<file path="config.mk">
export PLATFORM = sky130hd
export DESIGN_NAME = joystick_gesture_filter
export DESIGN_NICKNAME = d
export VERILOG_FILES = /design/src/rtl/joystick_gesture_filter.sv
export SDC_FILE = /design/constraint.sdc
export NUM_CORES = 1
export LEC_CHECK = 0
export CORE_AREA = 8 8 94 96
export DETAILED_ROUTE_END_ITERATION = 8
export DIE_AREA = 0 0 102 104
export PLACE_DENSITY = 0.71
export SLEW_MARGIN = 20
export SYNTH_ARGS = -nofsm -noshare
export SYNTH_HDL_FRONTEND = slang
export SYNTH_SLANG_ARGS = --single-unit
export TNS_END_PERCENT = 10
</file>
<file path="constraint.sdc">
create_clock -name clk_i -period 8.3 [get_ports clk_i]
set_input_delay 2.075 -clock clk_i [delete_from_list [all_inputs] [get_ports clk_i]]
set_output_delay 2.075 -clock clk_i [all_outputs]
set_load 0.02 [all_outputs]
</file>
<file path="src/rtl/joystick_gesture_filter.sv">
// Joystick conditioner: dead zone with hysteresis, dominant-axis resolution, stability debounce, press strobes.
// Optional JOYSTICK_REPEAT_EN adds periodic auto-repeat strobes while a direction is held.
module joystick_gesture_filter #(
  parameter int unsigned CENTER         = 128,
  parameter int unsigned DEAD           = 40,
  parameter int unsigned HYST           = 10,
  parameter int unsigned SAMPLE_DIV     = 100000,
  parameter int unsigned STABLE_SAMPLES = 20,
  parameter int unsigned REPEAT_SAMPLES = 250
) (
  input  logic       clk_i,
  input  logic       rst_ni,
  input  logic [7:0] x_pos_i,
  input  logic [7:0] y_pos_i,
  output logic [3:0] direction_o,
  output logic       dir_strobe_o
);

  localparam int unsigned DIV_W = $clog2(SAMPLE_DIV);
  localparam int unsigned CNT_W = $clog2(STABLE_SAMPLES + 1);

  localparam logic [DIV_W-1:0] DIV_LAST = DIV_W'(SAMPLE_DIV - 1);
  localparam logic [DIV_W-1:0] DIV_ONE  = DIV_W'(1);
  localparam logic [CNT_W-1:0] CNT_ONE  = CNT_W'(1);
  localparam logic [CNT_W-1:0] CNT_MAX  = CNT_W'(STABLE_SAMPLES);
  localparam logic [8:0]       CENTER_9 = 9'(CENTER);
  localparam logic [7:0]       DEAD_TH  = 8'(DEAD);
  localparam logic [7:0]       REL_TH   = 8'(DEAD - HYST);

  localparam logic [3:0] DIR_NONE  = 4'd0;
  localparam logic [3:0] DIR_UP    = 4'd1;
  localparam logic [3:0] DIR_DOWN  = 4'd2;
  localparam logic [3:0] DIR_LEFT  = 4'd3;
  localparam logic [3:0] DIR_RIGHT = 4'd4;

  typedef enum logic [1:0] {
    IDLE,
    QUAL,
    HELD,
    REL
  } state_e;

  logic [DIV_W-1:0] div_q;
  logic             tick;
  logic [7:0]       x_q;
  logic [7:0]       y_q;
  logic             smp_vld_q;

  logic [8:0]       dx;
  logic [8:0]       dy;
  logic [7:0]       adx;
  logic [7:0]       ady;
  logic [3:0]       cand;
  logic [7:0]       held_mag;
  logic             held_ok;

  state_e           state_q, state_d;
  logic [3:0]       cand_q, cand_d;
  logic [CNT_W-1:0] cnt_q, cnt_d;
  logic [CNT_W-1:0] cnt_inc;
  logic [3:0]       dir_q, dir_d;
  logic             stb_q, stb_d;

`ifdef JOYSTICK_REPEAT_EN
  localparam int unsigned REP_W = $clog2(REPEAT_SAMPLES + 1);
  localparam logic [REP_W-1:0] REP_MAX = REP_W'(REPEAT_SAMPLES);
  localparam logic [REP_W-1:0] REP_ONE = REP_W'(1);

  logic [REP_W-1:0] rep_q, rep_d;
  logic [REP_W-1:0] rep_inc;

  assign rep_inc = (rep_q == REP_MAX) ? rep_q : rep_q + REP_ONE;
`endif

  // Sample divider: positions are captured only on the terminal count, and the
  // qualifier acts one cycle later on the captured values.
  assign tick = (div_q == DIV_LAST);

  always_ff @(posedge clk_i or negedge rst_ni) begin
    if (!rst_ni) begin
      div_q     <= '0;
      x_q       <= '0;
      y_q       <= '0;
      smp_vld_q <= 1'b0;
    end else begin
      div_q     <= tick ? '0 : div_q + DIV_ONE;
      smp_vld_q <= tick;
      if (tick) begin
        x_q <= x_pos_i;
        y_q <= y_pos_i;
      end
    end
  end

  // |v| of a 9-bit two's-complement value, saturated to 8 bits.
  function automatic logic [7:0] mag8(input logic [8:0] v);
    logic [8:0] a;
    a = v[8] ? (~v + 9'd1) : v;
    return a[8] ? 8'hFF : a[7:0];
  endfunction

  assign dx  = {1'b0, x_q} - CENTER_9;
  assign dy  = {1'b0, y_q} - CENTER_9;
  assign adx = mag8(dx);
  assign ady = mag8(dy);

  // Dominant axis wins; a tie goes to Y.
  always_comb begin
    cand = DIR_NONE;
    if (ady >= adx) begin
      if (ady >= DEAD_TH) begin
        cand = dy[8] ? DIR_DOWN : DIR_UP;
      end
    end else if (adx >= DEAD_TH) begin
      cand = dx[8] ? DIR_LEFT : DIR_RIGHT;
    end
  end

  // While held, only the deflection along the held axis and sign keeps it alive.
  always_comb begin
    held_mag = 8'd0;
    case (cand_q)
      DIR_UP:    held_mag = dy[8] ? 8'd0 : ady;
      DIR_DOWN:  held_mag = dy[8] ? ady : 8'd0;
      DIR_LEFT:  held_mag = dx[8] ? adx : 8'd0;
      DIR_RIGHT: held_mag = dx[8] ? 8'd0 : adx;
      default:   held_mag = 8'd0;
    endcase
  end

  assign held_ok = (held_mag >= REL_TH);
  assign cnt_inc = (cnt_q == CNT_MAX) ? cnt_q : cnt_q + CNT_ONE;

  always_ff @(posedge clk_i or negedge rst_ni) begin
    if (!rst_ni) begin
      state_q <= IDLE;
      cand_q  <= DIR_NONE;
      cnt_q   <= '0;
      dir_q   <= DIR_NONE;
      stb_q   <= 1'b0;
`ifdef JOYSTICK_REPEAT_EN
      rep_q   <= '0;
`endif
    end else begin
      state_q <= state_d;
      cand_q  <= cand_d;
      cnt_q   <= cnt_d;
      dir_q   <= dir_d;
      stb_q   <= stb_d;
`ifdef JOYSTICK_REPEAT_EN
      rep_q   <= rep_d;
`endif
    end
  end

  always_comb begin
    state_d = state_q;
    cand_d  = cand_q;
    cnt_d   = cnt_q;
    dir_d   = dir_q;
    stb_d   = 1'b0;
`ifdef JOYSTICK_REPEAT_EN
    rep_d   = rep_q;
`endif
    if (smp_vld_q) begin
      case (state_q)
        IDLE: begin
          if (cand != DIR_NONE) begin
            state_d = QUAL;
            cand_d  = cand;
            cnt_d   = CNT_ONE;
            if (CNT_ONE == CNT_MAX) begin
              state_d = HELD;
              cnt_d   = '0;
              dir_d   = cand;
              stb_d   = 1'b1;
`ifdef JOYSTICK_REPEAT_EN
              rep_d   = '0;
`endif
            end
          end
        end

        QUAL: begin
          if (cand == DIR_NONE) begin
            state_d = IDLE;
            cnt_d   = '0;
          end else begin
            // A different direction restarts qualification rather than aborting it.
            cand_d = cand;
            cnt_d  = (cand == cand_q) ? cnt_inc : CNT_ONE;
            if (cnt_d == CNT_MAX) begin
              state_d = HELD;
              cnt_d   = '0;
              dir_d   = cand;
              stb_d   = 1'b1;
`ifdef JOYSTICK_REPEAT_EN
              rep_d   = '0;
`endif
            end
          end
        end

        HELD: begin
          if (!held_ok) begin
            state_d = REL;
            cnt_d   = CNT_ONE;
`ifdef JOYSTICK_REPEAT_EN
            rep_d   = '0;
`endif
            if (CNT_ONE == CNT_MAX) begin
              state_d = IDLE;
              cnt_d   = '0;
              dir_d   = DIR_NONE;
            end
          end else begin
`ifdef JOYSTICK_REPEAT_EN
            if (rep_inc == REP_MAX) begin
              stb_d = 1'b1;
              rep_d = '0;
            end else begin
              rep_d = rep_inc;
            end
`endif
          end
        end

        REL: begin
          if (held_ok) begin
            state_d = HELD;
            cnt_d   = '0;
`ifdef JOYSTICK_REPEAT_EN
            rep_d   = '0;
`endif
          end else begin
            cnt_d = cnt_inc;
            if (cnt_inc == CNT_MAX) begin
              state_d = IDLE;
              cnt_d   = '0;
              dir_d   = DIR_NONE;
            end
          end
        end

        default: begin
          state_d = IDLE;
          cnt_d   = '0;
          dir_d   = DIR_NONE;
        end
      endcase
    end
  end

  assign direction_o  = dir_q;
  assign dir_strobe_o = stb_q;

endmodule

</file>
==> results of run 1 <==
==> where the power goes <==
group          leakage (nW)  switching, W  internal [W]  total (W)
Clock                0.0614     0.0000829     0.0000986   0.000182
Combinational         0.804    0.00000560    0.00000682  0.0000124
Sequential            0.636             0      0.000234   0.000234
==> worst max-delay path by stage <==
stage | start | endpoint | slack, ps | depth (start not counted)
after floorplan | y_q[1]$_DFFE_PN0P_ | direction_o[0]$_DFFE_PN0P_ | 4930 | 13
after global placement | y_q[1]$_DFFE_PN0P_ | direction_o[2]$_DFFE_PN0P_ | 4770 | 13
after detailed placement | y_q[0]$_DFFE_PN0P_ | direction_o[0]$_DFFE_PN0P_ | 4660 | 13
after CTS | y_q[0]$_DFFE_PN0P_ | direction_o[0]$_DFFE_PN0P_ | 4650 | 13
after global routing | y_q[0]$_DFFE_PN0P_ | direction_o[1]$_DFFE_PN0P_ | 4450 | 13
final | y_q[1]$_DFFE_PN0P_ | direction_o[0]$_DFFE_PN0P_ | 4630 | 13
==> cell type report <==
class	count	area (µm²)
clock buffers	6	82.6
clock inverters	2	38.8
fillers	726	3770
inverters	16	60.1
multi-input cells	268	1950
flip-flops and latches	48	1200
well taps	102	128
repair buffers	22	215
==> cells in the final DEF, fill, tap and decap left out, types with 9 or more instances in the layout <==
cell type | synthesis | final
a21oi_1 | 11 | 11
clkdlybuf4s50_1 | 0 | 20
dfrtp_1 | 48 | 48
ha_1 | 12 | 12
inv_1 | 16 | 16
mux2_2 | 14 | 14
nand2_1 | 26 | 26
nand2b_1 | 9 | 9
nand3_1 | 16 | 16
nor2_1 | 27 | 27
nor3_1 | 9 | 9
o21ai_0 | 13 | 13
xnor2_1 | 14 | 14
xor2_1 | 12 | 12
==> stage by stage <==
step / hold WS (ps) / setup WS (ps)
global route: 502 / 4450
detailed placement: 467 / 4660
CTS: 486 / 4650
global placement: 462 / 4770
finish: 480 / 4630
floorplan: 446 / 4930
==> registers in the layout, summed over array words and instances, names as in the netlist <==
register and flops:
cnt_q 5, x_q 8, dir_strobe_o 1, smp_vld_q 1, state_q 2, div_q 17
direction_o 3, cand_q 3, y_q 8
==> critical path: cells and delay by family (launching register included) <==
kind	cells	cell delay (ps)
muxes	2	710
and+or+nand+nor	2	570
AOI/OAI and AO/OA	5	1120
buffers and inverters	2	170
DFF	1	420
adders and majority gates	2	580
==> routing by layer <==
layer | vias up | routed length (µm) | track usage [%]
met1 | 1269 | 3300 | 19.4
met2 | 60 | 3060 | 19.9
li1 | 1283 | - | -
met3 | 7 | 387 | 3.08
met4 | 0 | 97 | 4.93
met5 | - | 0 | 0
==> cell families (layout without fill, tap and decap cells) <==
group	Yosys count	in the layout	synth area share (%)
AND/OR/NAND/NOR	135	135	22.5
AO/OA/AOI/OAI	74	74	17.5
flip-flops	48	48	36.3
buffers and inverters	35	46	4.77
XOR/XNOR	26	26	6.89
multiplexers	20	20	7.31
adder cells (fa/ha/maj)	12	12	4.54
other	1	1	0.113
==> impl_results.md, run 1 <==
* Outcome: complete, no violations
* Reg2Reg Depth at 13
* Worst hold path startpoint: div_q[4]$_DFF_PN0_
* Commonest cells in the netlist: 48 x dfrtp_1, 27 x nor2_1, 26 x nand2_1, 16 x inv_1, 16 x nand3_1
* Synth cell types at 74
* Period utilisation layout at 44.2%
* Crit end category: register
* Clock root cell: clkbuf_8
* Nets at 391
* PortBufs at 21
* CTS H-tree depth at 2
* Cell count after synthesis at 351
* Skew final at 6.66 ps
* Post-DRT Antenna Nets at 0
* Flop2flop setup slack at 4630 ps
* Average routed wire per standard cell at 14.8 µm
* CP Launch Type: register
* HP Class: register to register
* Seq/Total Area, Yosys at 36.3%
* Hold depth at 1
* Yosys top cell area share at 36.3%
* # diodes at 0
* Largest net degree at the start of global routing at 49
* Max-slew headroom at 50.4%
* Area Overhead vs Synth at 11.3%
* Post-CTS Setup Bufs at 0
* Initial antenna violation count at 0
* Main flop type after synthesis: dfrtp_1
* Vias per inst at 5.64
* YS warnings at 0
* VDD IR max at 0.0686 mV
* Post-Layout Cell Count at 464
* Syn Area/Cell at 9.41 µm²
* Count leader, synth: dfrtp_1
* TNS Setup at 0 ps
* Synth top area cells: dfrtp_1 36%, mux2_2 4.8%, ha_1 4.5%, xnor2_1 3.7%, xor2_1 3.2%
* First-pass GRT wire length at 12000 µm
* Cts hold-fix bufs at 0
* Total Power at 0.000428 W
* Clk_lat worst skew at 310 ps
* Number of remaining DRC errors at 0
* CP Max Fanout at 10
* Die Wd at 102 µm
* Hold EP: div_q[4]$_DFF_PN0_
* Core region area at 7450 µm²
* Placed insts at 456
* Measured slew at the worst slew-check pin at 739 ps
* Post-DP HPWL at 4990 µm
* Core Rows at 32
* Hold Violations, Final at 0
* TritonCTS Buffers at 5
* Die Y at 104 µm
* GRT overflow at 0
* Critical Path, Cell by Cell: inv_1 -> ha_1 -> or3b_1 -> a211oi_4 -> inv_1 -> ha_1 -> o2111ai_1 -> o211ai_1 -> a31oi_4 -> mux2_4 -> o31ai_4 -> nand2b_2 -> mux2_4
* Resize count post-CTS at 0
* Post-synth EDFFs at 0
* Initial DRC Count at 198
* CTS Sinks at 48
* All-layer global routing usage at 13.8%
* Area leader, netlist: dfrtp_1
* Initial core utilization at 44.4%
* Final WL at 6850 µm
* Slowest-stage cell, CP: dfrtp_1
* CTS Buffer Depth at 2
* Final setup fails at 0
* CTS tree: yes
* Placed Area at 3550 µm²
* Static Leak at 1.50 nW
* Number of global-route vias before repair at 2506
* Die area at 10600 µm²
* Worst Path Class, Setup: register to register
* Mapped Area at 3300 µm²
* Syn_nets at 381
* Fmax at 273 MHz
* Final min period at 3670 ps
* RR Startpoint: y_q[1]$_DFFE_PN0P_
* RSZ-0062 raised after global routing: no
* Routability-driven placement congestion ratio at 0.870
* R2r endpoint: direction_o[0]$_DFFE_PN0P_
* Clk pin slew, worst setup/hold paths at 90 ps
* I/O pin count at 23
* Max-slew violation count at 0
* Cell Pwr Density at 116 nW/µm²
* DR vias at 2619
* Synth Register Bits at 48
* Maxcap violations at 0
* Data arrival, critical path at 3870 ps
* Post-route design area at 3680 µm²
* Critical Path RT at 8500 ps
* Worst path max stage delay at 420 ps
* DRT Pass-1 Iters at 4
* Share of cells above drive strength 1 at 12.7%
* Post-route core utilization at 49.4%
* Post-synthesis async set-or-reset flop share at 100%
Power figures use the tool's default switching activity.
==> run 2, diff against run 1 <==
clock period = 3.8 ns   (was 8.3 ns; I/O delays follow)
==> impl_results.md, run 2 (synthesized netlist as in run 1, its figures left out) <==
* DR vias at 2608 (-0.42%)
* Core Rows at 32 (unchanged)
* Worst setup margin at 162 ps (-4470 ps)
* All-layer global routing usage at 13.7% (-0.10 points)
* Hold_ws at 477 ps (-2.28 ps)
* Setup WS pre-CTS at 138 ps (-4520 ps)
* TritonCTS Buffers at 5 (unchanged)
* Die Y at 104 µm (unchanged)
* Data arrival, critical path at 3840 ps (-30 ps)
* Number of remaining DRC errors at 0 (unchanged)
* Final WL at 6870 µm (+0.29%)
* Slowest-stage cell, CP: dfrtp_1
* Post-DRT Antenna Nets at 0 (unchanged)
* CTS tree: yes
* Max FFs per register at 17 (unchanged)
* Max-slew violation count at 0 (unchanged)
* Skew final at 8.03 ps (+1.37 ps)
* Clk pin slew, worst setup/hold paths at 100 ps (about the same)
* Worst Path Class, Setup: register to register
* Outcome: complete, no violations
* GRT overflow at 0 (unchanged)
* Share of cells above drive strength 1 at 13.7% (+0.99 points)
* VDD IR max at 0.156 mV (+130%)
* Top sig layer: met4
* CP Launch Type: register
* CP delay by family, top: compound AO/OA/AOI/OAI gates
* Largest net degree at the start of global routing at 49 (unchanged)
* Maxcap violations at 0 (unchanged)
* Static Leak at 1.51 nW (+0.44%)
* Area Overhead vs Synth at 11.9%
* CTS Buffer Depth at 2 (unchanged)
* Hold Violations, Final at 0 (unchanged)
* CP Max Fanout at 10 (unchanged)
* Initial core utilization at 44.4% (unchanged)
* Die area at 10600 µm² (unchanged)
* Vias per inst at 5.58 (-1.1%)
* Cell Pwr Density at 250 nW/µm² (+110%)
* Routed wl met2 at 3010 µm (-1.5%)
* Largest regs: div_q: 17 flops, x_q: 8 flops, y_q: 8 flops
* Commonest non-fill, non-tap cell in the layout: dfrtp_1
* Core region area at 7450 µm² (unchanged)
* CTS Sinks at 48 (unchanged)
* Total Power at 0.000924 W (+120%)
* Post-CTS Setup Bufs at 0 (unchanged)
* PortBufs at 21 (unchanged)
* Period utilisation layout at 95.7% (+52 points)
* Clk_lat worst skew at 310 ps (about the same)
* Resize count post-CTS at 0 (unchanged)
* Measured slew at the worst slew-check pin at 758 ps (+19.1 ps)
* Met3 routed WL at 330 µm (-15%)
* First-pass GRT wire length at 11900 µm (-0.74%)
* Cts hold-fix bufs at 0 (unchanged)
* Clock root cell: clkbuf_8
* I/O pin count at 23 (unchanged)
* Routability-driven placement congestion ratio at 0.851 (-2.2%)
* Fillers at 688 (-5.2%)
* Buffer and inverter count on the worst path at 2 (unchanged)
* # diodes at 0 (unchanged)
* Leading cell types in the layout, fill and taps excluded: 48 x dfrtp_1, 27 x nor2_1, 26 x nand2_1, 20 x clkdlybuf4s50_1
* Die Wd at 102 µm (unchanged)
* Worst path max stage delay at 430 ps (about the same)
* Post-DP HPWL at 4900 µm (-1.7%)
* Initial antenna violation count at 0 (unchanged)
* Average routed wire per standard cell at 14.7 µm (-0.35%)
* Number of global-route vias before repair at 2555 (+2.0%)
* Critical Path RT at 4000 ps (-4500 ps)
* Register bank with the most flops: div_q
* Post-route design area at 3700 µm² (+0.51%)
* Max-slew headroom at 48.8% (-1.6 points)
* Initial DRC Count at 114 (-42%)
* Final min period at 3640 ps (-30.9 ps)
* Fmax at 275 MHz (+0.85%)
* Nets at 394 (+0.77%)
* Wl on met1 at 3420 µm (+3.5%)
* HP Class: register to register
* Crit end category: register
* CTS H-tree depth at 2 (unchanged)
* Final setup fails at 0 (unchanged)
* Placed Area at 3580 µm² (+0.63%)
* DRT Pass-1 Iters at 4 (unchanged)
* Critical Path, Cell by Cell: inv_1 -> ha_2 -> or3b_1 -> a211oi_4 -> inv_1 -> ha_1 -> o2111ai_1 -> o211ai_1 -> a31oi_4 -> mux2_4 -> o31ai_4 -> nand2b_2 -> mux2_4
-- run 2: changes by cell type in the layout (fill, tap and decap cells not counted), sizes merged --
cell	delta
buf	+3
inv	+1
clkinv	-1
clkinvlp	+1
clkbuf	-1
-- run 2: report_power, final --
group	total [W]	internal (W)	switching, W
Sequential	0.000510	0.000510	0
Clock	0.000386	0.000198	0.000188
Combinational	0.0000273	0.0000149	0.0000123
Total	0.000924	0.000724	0.000200
-- run 2: worst paths after layout --
path,start,endpoint,slack [ps],cells past startpoint
min reg2reg,div_q[4]$_DFF_PN0_,div_q[4]$_DFF_PN0_,480,1
min,div_q[4]$_DFF_PN0_,div_q[4]$_DFF_PN0_,480,1
max reg2reg,y_q[1]$_DFFE_PN0P_,direction_o[1]$_DFFE_PN0P_,160,13
max,y_q[1]$_DFFE_PN0P_,direction_o[1]$_DFFE_PN0P_,160,13
min in group asynchronous,rst_ni,x_q[5]$_DFFE_PN0P_,640,1
max in group asynchronous,rst_ni,cnt_q[4]$_DFFE_PN0P_,2760,1
-- run 2: final cells by class --
| class | count | area, µm² | share of cell area [%] |
|---|---|---|---|
| clock buffers | 5 | 68.8 | 1.86 |
| clock inverters | 3 | 46.3 | 1.25 |
| inverters | 16 | 60.1 | 1.62 |
| multi-input cells | 268 | 1950 | 52.9 |
| flip-flops and latches | 48 | 1200 | 32.5 |
| well taps | 102 | 128 | 3.45 |
| repair buffers | 25 | 238 | 6.43 |
-- run 2: routing by layer --
| metal | up-vias | track usage [%] |
|---|---|---|
| li1 | 1289 | - |
| met1 | 1262 | 19.1 |
| met2 | 47 | 19.8 |
| met3 | 10 | 3.01 |
| met4 | 0 | 5.14 |
| met5 | - | 0 |
-- run 2: through the flow --
stage / cells / setup TNS [ps] / util (%)
6_report: 467 / 0 / 49.6
5_1_grt: 467 / -6.78 / 49.6
4_1_cts: 467 / 0 / 49.6
3_5_place_dp: 459 / 0 / 48.0
3_3_place_gp: 459 / 0 / 48.0
2_1_floorplan: 351 / 0 / -
==> run 3, diff against run 2 <==
TNS_END_PERCENT = 50   (was 10)
==> results of run 3 <==
The final DEF is identical to that of run 2; final timing and power are the same.
